==> config.mk <==
export PLATFORM = sky130hd
export DESIGN_NAME = mux_rr_arbiter_flat
export DESIGN_NICKNAME = d
export VERILOG_FILES = /design/src/rtl/mux_rr_arbiter_if.sv /design/src/rtl/mux_rr_arbiter.sv /design/src/flat_wrapper.sv
export SDC_FILE = /design/constraint.sdc
export NUM_CORES = 1
export LEC_CHECK = 0
export CORE_UTILIZATION = 43
export DETAILED_ROUTE_END_ITERATION = 7
export PLACE_DENSITY_LB_ADDON = 0.2
export SETUP_SLACK_MARGIN = 0.02
export SLEW_MARGIN = 20
export SYNTH_ARGS = -nofsm -noshare
export SYNTH_HDL_FRONTEND = slang
export SYNTH_SLANG_ARGS = --single-unit
==> constraint.sdc <==
create_clock -name clk -period 2.45 [get_ports clk]
set_input_delay 0.49 -clock clk [delete_from_list [all_inputs] [get_ports clk]]
set_output_delay 0.49 -clock clk [all_outputs]
set_load 0.05 [all_outputs]
==> src/rtl/mux_rr_arbiter_if.sv <==
// mux_rr_arbiter_if: requester/consumer bundle for mux_rr_arbiter
//   req_valid[N]   requester i has a beat
//   req_data[N*W]  requester i data at [i*W +: W]
//   req_ready[N]   beat from requester i accepted this cycle
//   out_valid      output register holds a beat
//   out_data[W]    output beat
//   out_ready      consumer accepts out_data this cycle
//   out_sel[SW]    index of the granted requester
//   busy           arbiter is in GRANT
interface mux_rr_arbiter_if #(
  parameter int N = 4,
  parameter int W = 8
);
  localparam int SW = $clog2(N);
  logic [N-1:0]   req_valid;
  logic [N*W-1:0] req_data;
  logic [N-1:0]   req_ready;
  logic           out_valid;
  logic [W-1:0]   out_data;
  logic           out_ready;
  logic [SW-1:0]  out_sel;
  logic           busy;
  modport slave (
    input  req_valid, req_data, out_ready,
    output req_ready, out_valid, out_data, out_sel, busy
  );
  modport master (
    output req_valid, req_data, out_ready,
    input  req_ready, out_valid, out_data, out_sel, busy
  );
endinterface

==> src/rtl/mux_rr_arbiter.sv <==
// mux_rr_arbiter: N:1 round-robin burst arbiter with a registered valid/ready output stage
//   clk    rising-edge clock
//   rst_n  asynchronous active-low reset
//   bus    mux_rr_arbiter_if.slave: requester handshakes in, registered output channel,
//          current select and busy flag out
module mux_rr_arbiter #(
  parameter int N         = 4,
  parameter int W         = 8,
  parameter int MAX_BURST = 4,
  localparam int SW       = $clog2(N),
  localparam int CW       = $clog2(MAX_BURST + 1)
) (
  input  logic               clk,
  input  logic               rst_n,
  mux_rr_arbiter_if.slave    bus
);
  localparam logic [0:0] IDLE  = 1'b0;
  localparam logic [0:0] GRANT = 1'b1;
  logic [0:0]    state_q, state_d;
  logic [SW-1:0] sel_q, sel_d, last_q, last_d, win;
  logic [CW-1:0] cnt_q, cnt_d;
  logic          out_valid_q, out_valid_d;
  logic [W-1:0]  out_data_q, out_data_d;
  logic          grant, accept, sel_valid, xfer;
  // Scan from the farthest offset down so the nearest requester after last_q wins.
  always_comb begin
    win = last_q;
    for (int k = N; k >= 1; k--)
      if (bus.req_valid[SW'((int'(last_q) + k) % N)]) win = SW'((int'(last_q) + k) % N);
  end
  assign grant     = state_q == GRANT;
  assign accept    = !out_valid_q || bus.out_ready;
  assign sel_valid = bus.req_valid[sel_q];
  assign xfer      = grant && sel_valid && accept;
  always_comb begin
    state_d     = state_q;
    sel_d       = sel_q;
    last_d      = last_q;
    cnt_d       = cnt_q;
    out_valid_d = xfer ? 1'b1 : (accept ? 1'b0 : out_valid_q);
    out_data_d  = xfer ? bus.req_data[sel_q*W +: W] : out_data_q;
    if (!grant) begin
      if (|bus.req_valid) begin
        state_d = GRANT;
        sel_d   = win;
        cnt_d   = '0;
      end
    end else if (accept && (!sel_valid || cnt_q == CW'(MAX_BURST - 1))) begin
      // Release only when the slot can move: a low valid under backpressure keeps the grant.
      state_d = IDLE;
      last_d  = sel_q;
    end else if (xfer) begin
      cnt_d = cnt_q + 1'b1;
    end
  end
  always_ff @(posedge clk or negedge rst_n) begin
    if (!rst_n) begin
      state_q     <= IDLE;
      sel_q       <= '0;
      last_q      <= SW'(N - 1);
      cnt_q       <= '0;
      out_valid_q <= 1'b0;
      out_data_q  <= '0;
    end else begin
      state_q     <= state_d;
      sel_q       <= sel_d;
      last_q      <= last_d;
      cnt_q       <= cnt_d;
      out_valid_q <= out_valid_d;
      out_data_q  <= out_data_d;
    end
  end
  assign bus.req_ready = (grant && accept) ? (N'(1) << sel_q) : '0;
  assign bus.out_valid = out_valid_q;
  assign bus.out_data  = out_data_q;
  assign bus.out_sel   = sel_q;
  assign bus.busy      = grant;
endmodule
==> src/flat_wrapper.sv <==
// flat-port wrapper written by rule: the top's interface ports become plain ports
module mux_rr_arbiter_flat 
#(
  parameter int N         = 4,
  parameter int W         = 8,
  parameter int MAX_BURST = 4,
  localparam int SW       = $clog2(N),
  localparam int CW       = $clog2(MAX_BURST + 1)
)
  (clk, rst_n, bus_req_valid, bus_req_data, bus_out_ready, bus_req_ready, bus_out_valid, bus_out_data, bus_out_sel, bus_busy);
  mux_rr_arbiter_if #(.N(N), .W(W)) bus_i ();
  input  logic clk;
  input  logic rst_n;
  input wire logic [$bits(bus_i.req_valid)-1:0] bus_req_valid;
  input wire logic [$bits(bus_i.req_data)-1:0] bus_req_data;
  input wire logic [$bits(bus_i.out_ready)-1:0] bus_out_ready;
  output wire logic [$bits(bus_i.req_ready)-1:0] bus_req_ready;
  output wire logic [$bits(bus_i.out_valid)-1:0] bus_out_valid;
  output wire logic [$bits(bus_i.out_data)-1:0] bus_out_data;
  output wire logic [$bits(bus_i.out_sel)-1:0] bus_out_sel;
  output wire logic [$bits(bus_i.busy)-1:0] bus_busy;
  assign bus_i.req_valid = bus_req_valid;
  assign bus_i.req_data = bus_req_data;
  assign bus_i.out_ready = bus_out_ready;
  assign bus_req_ready = bus_i.req_ready;
  assign bus_out_valid = bus_i.out_valid;
  assign bus_out_data = bus_i.out_data;
  assign bus_out_sel = bus_i.out_sel;
  assign bus_busy = bus_i.busy;
  mux_rr_arbiter #(.N(N), .W(W), .MAX_BURST(MAX_BURST)) u_core (.clk(clk), .rst_n(rst_n), .bus(bus_i));
endmodule
==> impl_metrics.py <==
metrics = {
    "detailed_routing": {
        "drc_errors": 0,
        "routed_via_density": 5.48,
        "drt.antenna.violating_nets": 0,
        "dr_total_vias": 948,
        "wirelength_um": 2610,
        "drt-initial-drc-count": 4,
        "wl_per_cell_um": 15.1,
        "drtPass1Iterations": 2,
    },
    "sta": {
        "max_slew_margin": 0.657,
        "hold_viol": 0,
        "post-route-min-period_ps": 2160,
        "finalSetupTns_ps": 0,
        "clock.fmax_ghz": 0.463,
        "setup_slack_ps": 288,
        "slew_viol_final": 0,
        "min_period_over_period": 0.882,
        "setup_violations": 0,
        "worst_pin_slew_ps": 512,
        "rsz0062_at_grt": "false",
        "finalClockSkew_ps": 1.17,
    },
    "final_layout": {
        "insertedDiodeCount": 0,
        "n_fill_cell": 178,
        "regArea_um2": 428,
        "drive_gt1_frac": 0.294,
        "syn2layout_area_growth_pct": 59.0,
        "multi_input_area_um2": 648,
        "fin_cells": 173,
        "nets": 185,
    },
    "placement": {
        "dp_hpwl_um": 2170,
        "dpl_worst_slack_ps": 249,
        "dp_cells": 169,
        "gp_congestion": 0.771,
        "port-buffer-count": 54,
    },
    "yosys": {
        "ys_types": 33,
        "ys_seq_area_frac": 0.386,
        "synth-seq-cells": 17,
        "async_flop_share": 1.00,
        "syn_area_per_cell_um2": 13.2,
        "synth_edf_count": 0,
        "synth_nets": 125,
        "syn-cell-area_um2": 1110,
        "synth_top_flop_cell": "dfrtp_1",
        "yosys_warnings": 0,
        "netlist_instances": 84,
    },
    "clocking": {
        "path_clk_slew_ps": 90,
        "cts-resized-gates": 0,
        "htreeDepth": 1,
        "ctsRootBufferMaster": "clkbuf_4",
        "cts_hold_buf": 0,
        "clock_latency_ps": 280,
        "numCtsBuffers": 3,
        "cts_buffer_depth": 2,
        "cts_sinks": 17,
        "cts_tree": "built",
        "cts_setup_buffers": 0,
    },
    "floorplanning": {
        "pin_count": 55,
        "start_util": 0.452,
        "die_x_um": 52.8,
        "dieArea_um2": 2790,
        "rows": 18,
        "core_um2": 2450,
        "die_y_um": 52.8,
    },
    "grt": {
        "antenna_found_initial": 0,
        "grt_pass1_vias": 906,
        "grt_max_degree": 18,
        "grt_usage": 0.206,
        "grt.overflow.total": 0,
        "grt_pass1_wl_um": 4110,
    },
    "worst_setup_path": {
        "worstSetupPathType": "input port to output port",
        "slowest_delay_ps": 440,
        "worstPathArrival_ps": 1670,
        "crit_chain": "clkdlybuf4s50_1, nand2b_1, nand2_1, nor3b_2, buf_12",
        "startpoint_type": "input port",
        "cp_max_fo": 4,
        "rrSetupSlack_ps": 730,
        "rr_worst_depth": 6,
        "end_kind": "output port",
        "cp_slowest_cell": "clkdlybuf4s50_1",
        "crit_start": "bus_out_ready",
        "r2r_start": "u_core.cnt_q[0]",
        "crit_end": "bus_req_ready[2]",
        "r2r-end": "u_core.last_q[0]",
        "cp.required_ps": 1960,
    },
    "power_and_ir_drop": {
        "p_leak_nw": 0.720,
        "power.density_nw_per_um2": 1350,
        "ir_drop_mv": 0.994,
        "power_w": 0.00238,
    },
    "flow_run": {
        "maxCapViolCount": 0,
    },
    "worst_hold_path": {
        "hold_path_class": "register to register",
    },
    "run_status": {
        "status": "completed",
    },
}
how the worst min path moves through the flow:
stage	from	to	slack, ps	depth (start not counted)
final	u_core.cnt_q[0]	u_core.cnt_q[0]	510	1
after global routing	rst_n	u_core.bus.out_data[2]	530	2
after CTS	u_core.bus.out_data[3]	u_core.bus.out_data[3]	510	1
after detailed placement	u_core.bus.out_data[7]	u_core.bus.out_data[7]	490	1
after global placement	u_core.cnt_q[0]	u_core.cnt_q[0]	480	1
after floorplan	rst_n	u_core.bus.busy	190	0
cells in the mapped netlist (2+ instances only):
cell      count  area share
o211ai_1      3       0.020
ha_1          2       0.023
mux2_4        3       0.041
nand2b_1      4       0.023
dfstp_2       2       0.047
nor2_1        4       0.014
mux2i_1       2       0.018
buf_6         3       0.030
inv_1         3       0.010
nor3b_1       2       0.014
mux4_2        7        0.14
mux2_2        9       0.091
dfrtp_1      15        0.34
o41ai_1       2       0.016
nand2_1       5       0.017
layer usage:
metal  vias up  global-route usage  part of all wire
met5         -                   0                 0
met1       470               0.226              0.38
met4         0              0.0395            0.0038
met2        30               0.388              0.53
li1        446                   -                 -
met3         2              0.0609             0.082
report_power, final:
part | internal, W | switching (W) | leakage, nW
logic | 0.000784 | 0.000897 | 0.504
clock network | 0.0000633 | 0.0000851 | 0.0150
registers | 0.000429 | 0.000117 | 0.201
total | 0.00128 | 0.00110 | 0.720
flip-flops by register name, summed over array words and instances (netlist names):
name                  count
u_core.bus.out_data       8
u_core.cnt_q              3
u_core.bus.out_sel        2
u_core.last_q             2
u_core.bus.busy           1
u_core.bus.out_valid      1
layout by cell type (no fill, tap or decap), drive strengths merged, types with 2 or more instances in the layout:
| cell | Yosys | layout |
|---|---|---|
| mux2i | 2 | 2 |
| inv | 3 | 3 |
| a2bb2oi | 2 | 2 |
| buf | 3 | 11 |
| ha | 2 | 2 |
| dfstp | 2 | 2 |
| nand2 | 5 | 5 |
| mux2 | 12 | 12 |
| nor3b | 2 | 2 |
| dfrtp | 15 | 15 |
| mux4 | 8 | 8 |
| clkbuf | 1 | 4 |
| clkdlybuf4s50 | 0 | 48 |
| o41ai | 2 | 2 |
| nor2 | 4 | 4 |
| o211ai | 4 | 4 |
| nand2b | 4 | 4 |
| and2 | 2 | 2 |
through the flow:
step | util | hold WS [ps] | cell area (um2)
finish | 0.719 | 508 | 1760
global route | 0.719 | 528 | 1760
CTS | 0.719 | 515 | 1760
detailed placement | 0.708 | 492 | 1740
global placement | 0.708 | 476 | 1740
floorplan | - | 194 | 1120
area by class of cell:
| type | count | share of cell area |
|---|---|---|
| Clock buffer | 4 | 0.0149 |
| Inverter | 3 | 0.00638 |
| Multi-Input combinational cell | 60 | 0.367 |
| Sequential cell | 17 | 0.243 |
| Tap cell | 30 | 0.0213 |
| Timing Repair Buffer | 59 | 0.348 |
worst max-delay path: cells and delay by family:
kind | cells | cell delay, ps
and+or+nand+nor | 3 | 570
buffers and inverters | 2 | 610
cell families after synthesis:
family,Yosys count,synth area share
DFF,17,0.386
muxes,22,0.316
AOI/OAI and AO/OA,15,0.131
adders and majority gates,2,0.0225
buffers and inverters,7,0.0440
and+or+nand+nor,21,0.101
No activity file was read; power rests on OpenSTA's default activity.
